File: config.mk
export PLATFORM = sky130hd
export DESIGN_NAME = sigma_delta_dac
export DESIGN_NICKNAME = d
export VERILOG_FILES = /design/src/rtl/sigma_delta_pkg.sv /design/src/rtl/sigma_delta_dac_modulator.sv /design/src/rtl/sigma_delta_dac.sv
export SDC_FILE = /design/constraint.sdc
export NUM_CORES = 1
export LEC_CHECK = 0
export BUFFER_PORTS_ARGS = -buffer_cell sky130_fd_sc_hd__buf_2
export CAP_MARGIN = 25
export CORE_MARGIN = 2
export CORE_UTILIZATION = 48
export CTS_CLUSTER_DIAMETER = 200
export DETAILED_ROUTE_END_ITERATION = 6
export PLACE_DENSITY = 0.66
export RECOVER_POWER = 50
export SYNTH_ARGS = -nofsm -noshare
export SYNTH_HDL_FRONTEND = slang
export SYNTH_SLANG_ARGS = --single-unit
File: constraint.sdc
create_clock -name clk -period 2.6 [get_ports clk]
set_input_delay 0.26 -clock clk [delete_from_list [all_inputs] [get_ports clk]]
set_output_delay 0.26 -clock clk [all_outputs]
set_load 0.005 [all_outputs]
File: src/rtl/sigma_delta_pkg.sv
// Shared types and arithmetic helpers for the sigma-delta converter family.
package sigma_delta_pkg;

  typedef enum logic {
    MOD_FIRST  = 1'b0,
    MOD_SECOND = 1'b1
  } mod_order_e;

  function automatic int i1_width(input int dac_bitlen);
    return dac_bitlen + 3;
  endfunction

  function automatic int i2_width(input int dac_bitlen);
    return dac_bitlen + 5;
  endfunction

  // Stable second-order input range: [2^N/16, 15*2^N/16]
  function automatic logic [63:0] stable_lo(input int dac_bitlen);
    return 64'd1 << (dac_bitlen - 4);
  endfunction

  function automatic logic [63:0] stable_hi(input int dac_bitlen);
    return 64'd15 << (dac_bitlen - 4);
  endfunction

  // Add in 64-bit signed, then clamp to the range of a signed 'width'-bit value.
  function automatic logic signed [63:0] sat_add(input logic signed [63:0] a,
                                                 input logic signed [63:0] b,
                                                 input int width);
    logic signed [63:0] s;
    logic signed [63:0] hi;
    logic signed [63:0] lo;
    s  = a + b;
    hi = (64'sd1 <<< (width - 1)) - 64'sd1;
    lo = -(64'sd1 <<< (width - 1));
    if (s > hi)      return hi;
    else if (s < lo) return lo;
    else             return s;
  endfunction

endpackage

File: src/rtl/sigma_delta_dac_modulator.sv
// Delta-sigma modulator core: turns the held sample cur into a 1-bit stream.
module sigma_delta_dac_modulator
  import sigma_delta_pkg::*;
#(
  parameter int DAC_BITLEN = 24,
  parameter int MOD_ORDER  = 1
) (
  input  logic                  clk,
  input  logic                  rst,
  input  logic [DAC_BITLEN-1:0] cur,
  output logic                  dac_pin
);

  localparam mod_order_e ORDER = (MOD_ORDER == 2) ? MOD_SECOND : MOD_FIRST;

  generate
    if (ORDER == MOD_FIRST) begin : g_first
      logic [DAC_BITLEN-1:0] acc;
      logic [DAC_BITLEN:0]   sum;

      assign sum = {1'b0, acc} + {1'b0, cur};

      always_ff @(posedge clk or negedge rst) begin
        if (!rst) begin
          acc     <= '0;
          dac_pin <= 1'b0;
        end else begin
          dac_pin <= sum[DAC_BITLEN];
          acc     <= sum[DAC_BITLEN-1:0];
        end
      end
    end else begin : g_second
      localparam int W1 = i1_width(DAC_BITLEN);
      localparam int W2 = i2_width(DAC_BITLEN);

      logic signed [W1-1:0] i1;
      logic signed [W1-1:0] i1_next;
      logic signed [W2-1:0] i2;
      logic signed [W2-1:0] i2_next;
      logic signed [63:0]   fb;
      logic signed [63:0]   cur_w;

      // Integrators clamp instead of wrapping so out-of-range inputs stay bounded.
      always_comb begin
        fb      = dac_pin ? (64'sd1 <<< DAC_BITLEN) : 64'sd0;
        cur_w   = $signed({{(64-DAC_BITLEN){1'b0}}, cur});
        i1_next = W1'(sat_add(64'(i1), cur_w - fb, W1));
        i2_next = W2'(sat_add(64'(i2), 64'(i1_next) - fb, W2));
      end

      always_ff @(posedge clk or negedge rst) begin
        if (!rst) begin
          i1      <= '0;
          i2      <= '0;
          dac_pin <= 1'b0;
        end else begin
          i1      <= i1_next;
          i2      <= i2_next;
          dac_pin <= (i2_next >= 0);
        end
      end
    end
  endgenerate

endmodule

File: src/rtl/sigma_delta_dac.sv
// Sigma-delta DAC top: sample handshake, one-entry hold register, oversample tick.
module sigma_delta_dac
  import sigma_delta_pkg::*;
#(
  parameter int DAC_BITLEN      = 24,
  parameter int OVERSAMPLE_RATE = 256,
  parameter int MOD_ORDER       = 1
) (
  input  logic                  clk,
  input  logic                  rst,
  input  logic [DAC_BITLEN-1:0] dac_input,
  input  logic                  dac_valid,
  output logic                  dac_ready,
  output logic                  dac_pin,
  output logic                  dac_underrun,
  output logic                  sample_tick
);

  localparam int CNT_W = $clog2(OVERSAMPLE_RATE);

  logic [CNT_W-1:0]      tick_cnt;
  logic                  hold_full;
  logic [DAC_BITLEN-1:0] hold;
  logic [DAC_BITLEN-1:0] cur;
  logic                  accept;
  logic                  tick;

  assign dac_ready = !hold_full;
  assign accept    = dac_valid && dac_ready;
  assign tick      = (tick_cnt == CNT_W'(OVERSAMPLE_RATE - 1));

  // Accept can only coincide with a tick when hold is empty, so the two updates never collide.
  always_ff @(posedge clk or negedge rst) begin
    if (!rst) begin
      tick_cnt     <= '0;
      hold_full    <= 1'b0;
      hold         <= '0;
      cur          <= '0;
      dac_underrun <= 1'b0;
      sample_tick  <= 1'b0;
    end else begin
      tick_cnt     <= tick_cnt + CNT_W'(1);
      sample_tick  <= tick;
      dac_underrun <= tick && !hold_full;
      if (tick && hold_full) begin
        cur       <= hold;
        hold_full <= 1'b0;
      end
      if (accept) begin
        hold      <= dac_input;
        hold_full <= 1'b1;
      end
    end
  end

  sigma_delta_dac_modulator #(
    .DAC_BITLEN(DAC_BITLEN),
    .MOD_ORDER (MOD_ORDER)
  ) u_mod (
    .clk    (clk),
    .rst    (rst),
    .cur    (cur),
    .dac_pin(dac_pin)
  );

endmodule
==> results of run 1 <==
final timing paths:
kind,to,slack [ns],cells after the start
max,u_mod.g_first.acc[22],0.30,8
min,hold[17],0.12,2
max reg2reg,u_mod.g_first.acc[22],0.30,8
min reg2reg,u_mod.g_first.acc[0],0.48,1
max in group asynchronous,hold[12],0.83,3
min in group asynchronous,hold[19],0.61,2
metrics by stage:
| step | setup WS, ns | total power [W] | area, sq um | instances | hold WS [ns] |
|---|---|---|---|---|---|
| global route | 0.153 | 0.00242 | 4600 | 486 | 0.112 |
| CTS | 0.285 | 0.00235 | 4620 | 486 | 0.0981 |
| detailed placement | 0.327 | 0.00149 | 4430 | 469 | 0.285 |
| finish | 0.297 | 0.00231 | 4600 | 486 | 0.124 |
| global placement | 0.396 | 0.00148 | 4430 | 469 | 0.292 |
| floorplan | 0.517 | 0.00143 | 4210 | 339 | -0.0356 |
cell usage in the layout (no fill, tap or decap), drive strengths merged, types with 2 or more instances in the layout:
cell type and instances:
mux2 48, nor3 2, nand2 15, xnor2 16
nand4 2, o21a 4, xor2 9, o221ai 2
nor2 14, o311a 2, a21boi 3, a31oi 3
o211ai 3, clkbuf 13, clkinv 2, nand3 11
o311ai 2, ha 25, a21oi 22, a41oi 3
a21o 6, dfrtp 84, o21bai 3, buf 30
inv 15, o21ai 13, clkinvlp 2, nor2b 5
and2 3, and3 2
state kept, by name, summed over array words and instances (netlist names):
name	count
cur	24
u_mod.dac_pin	1
tick_cnt	8
hold_full	1
sample_tick	1
hold	24
u_mod.g_first.acc	24
dac_underrun	1
cell type report:
type	count	area [sq um]	share of cell area, %
tap	108	135	2.93
sequential	84	2100	45.7
timing repair buffer	34	190	4.13
inverter	13	48.8	1.06
clock buffer	10	128	2.77
clock inverter	6	48.8	1.06
multi-input combinational	231	1950	42.4
per-layer routing:
layer  track usage [%]  part of all wire (%)  routed length, um
met3              3.96                   3.0                221
met2              27.5                    48               3560
met4              5.77                  0.93                 69
met1              24.0                    48               3570
met5                 0                     0                  0
what timing repair did:
action                     4_1_cts  5_1_grt
hold buffers                     1        0
gates resized for setup          0        0
hold endpoints to repair        41        0
setup endpoints to repair        0        0
where the power goes:
part / leakage, nW / switching, W / internal, W
Sequential: 1.12 / 0.0000208 / 0.00135
Combinational: 1.07 / 0.0000394 / 0.0000467
Clock: 0.0848 / 0.000494 / 0.000357
Total: 2.27 / 0.000554 / 0.00175
cells by family (layout without fill, tap and decap cells):
family | Yosys count | count (layout) | synth area share, %
flops | 84 | 84 | 50.0
compound gates | 72 | 72 | 13.0
simple gates | 60 | 60 | 7.47
mux | 48 | 48 | 12.9
fa+ha+maj | 26 | 26 | 7.91
xor+xnor | 25 | 25 | 5.21
buf+inv | 24 | 63 | 3.54
==> run_results.csv, run 1 <==
group,metric,value,unit
setup_path,cp_slowest_cell,"fa_1",
logic_synthesis,synth.cells.most_frequent,"dfrtp_1 (84), mux2_2 (42), ha_1 (25)",
logic_synthesis,yosysWarnings,0,
global_routing,grt_max_degree,44,
logic_synthesis,syn_area,4210,sq um
power,peakVddDrop,0.380,mV
clock_tree,cts_sinks,84,
setup_path,critPathBufInv,0,
clock_tree,cts_tree,"yes",
power,power.density,501,nW/um^2
power,p_leak,2.27,nW
logic_synthesis,yosys.cell_count.top_type,"dfrtp_1",
routing,first_pass_iters,4,
logic_synthesis,synth_fp_nets,392,
setup_path,cpLargestDelayFamily,"compound AO/OA/AOI/OAI gates",
layout,area_delta_synth_final,9.49,%
floorplan,dieArea,9530,sq um
routing,post_drt_wl_per_cell,15.3,um
layout,num_antenna_cells,0,
logic_synthesis,ys_types,55,
clock_tree,cts_setup_buffers,0,
sta,fin_crit_sh,88.6,%
clock_tree,cts-root-buf,"clkbuf_8",
logic_synthesis,synthCells,339,
clock_tree,numCtsBuffers,9,
sta,hold_viol_final,0,
global_routing,grt_pass1_wl,13400,um
sta,fin_tns_setup,0,ns
place,port_buffers,30,
sta,period_needed,2.30,ns
layout,drive_gt1_share,28.3,%
sta,fin_skew,0.0147,ns
routing,drt_iter0_drc,161,
setup_path,cpPeakStageDelay,0.41,ns
setup_path,critPathKind,"flip-flop to flip-flop",
clock_tree,cts_max_level,3,
worst_hold_path,hold_start,"dac_input[17]",
logic_synthesis,ys_seq_area_share,50.0,%
global_routing,antenna_found_initial,0,
sta,fmax,0.434,GHz
layout,final_core_util,53.6,%
logic_synthesis,ys_ff_latch,84,
logic_synthesis,avgSynthCellArea,12.4,sq um
worst_hold_path,hold_path_class,"primary input to flip-flop",
setup_path,crit_required,2.86,ns
global_routing,grt_pass1_vias,2762,
logic_synthesis,yosys-top-cells-area,"dfrtp_1 (50%), mux2_2 (11%), ha_1 (7.4%)",
logic_synthesis,synth_top_cell_by_area,"dfrtp_1",
floorplan,chipHeight,97.6,um
setup_path,cp_data_arrival_time,2.56,ns
logic_synthesis,synth-main-ff-cell,"dfrtp_1",
sta,worst_pin_slew,1.09,ns
routing,vias_per_cell,5.39,
floorplan,fp.coreArea,8590,sq um
global_routing,overflow,0,
routing,wirelength,7420,um
place,place.gp.congestion,0.877,
floorplan,io_pins,31,
setup_path,crit_fanout,3,
sta,max_slew_margin,27.6,%
floorplan,initial_core_util,48.9,%
logic_synthesis,synth_edf_count,0,
run,cap_violations,0,
floorplan,die_x,97.6,um
clock_tree,insertion_delay,0.36,ns
place,dp_hpwl,5380,um
floorplan,rows,34,
logic_synthesis,synth_top_area_share,50.0,%
layout,fillers,757,
routing,via_count,2618,
clock_tree,cts_buffer_depth,2,
layout,nets,426,
setup_path,end_kind,"flip-flop",
setup_path,timing.rr.start,"cur[0]",
sta,final-max-slew-violation-count,0,
routing,ant_nets,0,
sta,rsz0062_at_grt,"false",
clock_tree,path_clk_slew,0.09,ns
routing,drc,0,
outcome,status,"finished, final reports clean",
setup_path,cp_cell_sequence,"ha_1 > fa_1 > a21oi_1 > o211ai_2 > a41oi_2 > o31a_1 > nand4b_1 > o311ai_2",
global_routing,grt_usage,17.5,%
logic_synthesis,synth-async-reset-ratio,100,%
setup_path,cp-startpoint,"cur[0]",
sta,finalSetupViolCount,0,
setup_path,startpoint_type,"flip-flop",
(Power assumes the default switching activity.)
==> inputs of run 2 (changes only) <==
--- a/config.mk
+++ b/config.mk
@@ -9,6 +9,7 @@
 export CAP_MARGIN = 25
 export CORE_MARGIN = 2
 export CORE_UTILIZATION = 48
+export CTS_BUF_LIST = sky130_fd_sc_hd__clkbuf_8
 export CTS_CLUSTER_DIAMETER = 200
 export DETAILED_ROUTE_END_ITERATION = 6
 export PLACE_DENSITY = 0.66
==> run 2 against run 1 <==
Against the previous run: cell count unchanged; wire length hardly changed; sequential cell count is the same; clock skew grew 0.00063 ns; register-to-register slack about the same; critical path depth did not move; global-route usage unchanged; first-iteration DRC count up 3.1%; sequential share of layout area stayed put; clock-buffer cell count shrank 1; critical path type unchanged; critical endpoint unchanged.
==> run_results.csv, run 2 (synthesis results as in run 1) <==
group,metric,value,unit
outcome,status,"finished, final reports clean",
layout,nets,426,
routing,vias_per_cell,5.38,
power,pwr-share-seq,59.5,%
setup_path,critPathKind,"flip-flop to flip-flop",
global_routing,antenna_found_initial,0,
floorplan,io_pins,31,
worst_hold_path,hold_path_class,"primary input to flip-flop",
setup_path,crit_required,2.86,ns
global_routing,grt_usage,17.5,%
routing,via_count,2616,
routing,wirelength,7420,um
setup_path,cp-endpoint,"u_mod.g_first.acc[22]",
routing,first_pass_iters,4,
setup_path,crit_fanout,3,
floorplan,fp.coreArea,8590,sq um
floorplan,rows,34,
clock_tree,cts-root-buf,"clkbuf_8",
routing,drc,0,
sta,rsz0062_at_grt,"false",
setup_path,r2r.worst_path.cells,8,
routing,drt_iter0_drc,166,
layout,layout_commonest_cell,"dfrtp_1",
worst_hold_path,hold_start,"dac_input[17]",
place,dp_cells,469,
power,clockPowerShare,36.8,%
run,cap_violations,0,
floorplan,initial_core_util,48.9,%
power,peakVddDrop,0.380,mV
place,dpl_cell_area,4430,sq um
clock_tree,cts_setup_buffers,0,
setup_path,reg2reg_to,"u_mod.g_first.acc[22]",
power,power.density,500,nW/um^2
sta,hold_viol_final,0,
place,port_buffers,30,
global_routing,grt_pass1_vias,2762,
routing,post_drt_wl_per_cell,15.3,um
routing,ant_nets,0,
setup_path,cp-startpoint,"cur[0]",
floorplan,dieArea,9530,sq um
global_routing,grt_max_degree,44,
layout,area_delta_synth_final,9.49,%
clock_tree,cts_tree,"yes",
floorplan,die_x,97.6,um
clock_tree,insertion_delay,0.36,ns
setup_path,cp_data_arrival_time,2.56,ns
layout,fin_cells,486,
power,p_sw_share,24.1,%
sta,final-max-slew-violation-count,0,
layout,num_antenna_cells,0,
layout,drive_gt1_share,28.3,%
clock_tree,cts_buffer_depth,2,
layout,fin_area,4600,sq um
sta,fin_skew,0.0153,ns
layout,reg_top3,"cur x24, hold x24, u_mod.g_first.acc x24",
setup_path,timing.rr.start,"cur[0]",
sta,max_slew_margin,27.7,%
power,p_leak,2.28,nW
sta,period_needed,2.30,ns
setup_path,startpoint_type,"flip-flop",
clock_tree,cts_resized,0,
setup_path,reg2reg_setup_slack,0.30,ns
clock_tree,numCtsBuffers,9,
global_routing,overflow,0,
layout,mostFrequentLayoutCells,"dfrtp_1 (84), mux2_2 (42), buf_2 (29)",
power,power_switching,0.000555,W
floorplan,chipHeight,97.6,um
sta,worst_pin_slew,1.08,ns
power,power.internal,0.00175,W
place,place.gp.congestion,0.877,
clock_tree,cts_sinks,84,
clock_tree,path_clk_slew,0.09,ns
clock_tree,cts_max_level,3,
sta,fmax,0.435,GHz
sta,fin_tns_setup,0,ns
global_routing,grt_pass1_wl,13400,um
sta,fin_crit_sh,88.4,%
sta,finalSetupViolCount,0,
power,p_comb_share,3.7,%
place,dp_hpwl,5380,um
setup_path,end_kind,"flip-flop",
==> run 2: routing by layer <==
metal / share of wire (%) / up-vias / global-route usage (%)
li1: - / 1278 / -
met1: 48 / 1298 / 24.0
met2: 48 / 34 / 27.5
met3: 3.0 / 6 / 3.96
met4: 0.93 / 0 / 5.77
met5: 0 / - / 0
==> run 2: final cells by class <==
cell class              instances  area (sq um)
multi-input cells             231          1950
clock inverters                 7          52.6
fillers                       757          3990
well taps                     108           135
clock buffers                   9           124
repair buffers                 34           190
inverters                      13          48.8
flip-flops and latches         84          2100
==> run 2: critical path, cell delays in order, from the launching register on <==
cell      delay, ns
dfrtp_1        0.39
ha_1           0.23
fa_1           0.41
a21oi_1        0.29
o211ai_2       0.16
a41oi_2        0.27
o31a_1         0.23
nand4b_1       0.13
o311ai_2       0.10
==> run 2: power groups by stage <==
stage / clock (W) / sequential [W] / combinational [W]
floorplan: 0 / 0.00139 / 0.0000381
global placement: 0 / 0.00139 / 0.0000874
detailed placement: 0 / 0.00140 / 0.0000903
CTS: 0.000884 / 0.00137 / 0.0000916
global route: 0.000942 / 0.00138 / 0.000101
finish: 0.000848 / 0.00137 / 0.0000861
==> run 2: timing repair <==
| item | in CTS | in global routing |
|---|---|---|
| endpoints found under the setup margin | 0 | 0 |
| hold buffers | 1 | 0 |
| endpoints found under the hold margin | 41 | 0 |
==> run 2: worst min-delay path by stage <==
stage,endpoint,slack [ns],depth (start not counted)
after CTS,hold[17],0.1,2
after detailed placement,hold[20],0.29,1
final,hold[17],0.12,2
after floorplan,cur[0],-0.04,0
after global routing,hold_full,0.11,3
after global placement,hold[19],0.29,1
==> run 2: stage by stage <==
stage / util [%] / setup WS (ns) / hold WS, ns / power, W
floorplan: - / 0.517 / -0.0356 / 0.00143
global placement: 51.6 / 0.396 / 0.292 / 0.00148
detailed placement: 51.6 / 0.327 / 0.285 / 0.00149
CTS: 53.7 / 0.285 / 0.0977 / 0.00235
global route: 53.6 / 0.153 / 0.112 / 0.00242
finish: 53.6 / 0.301 / 0.123 / 0.00230
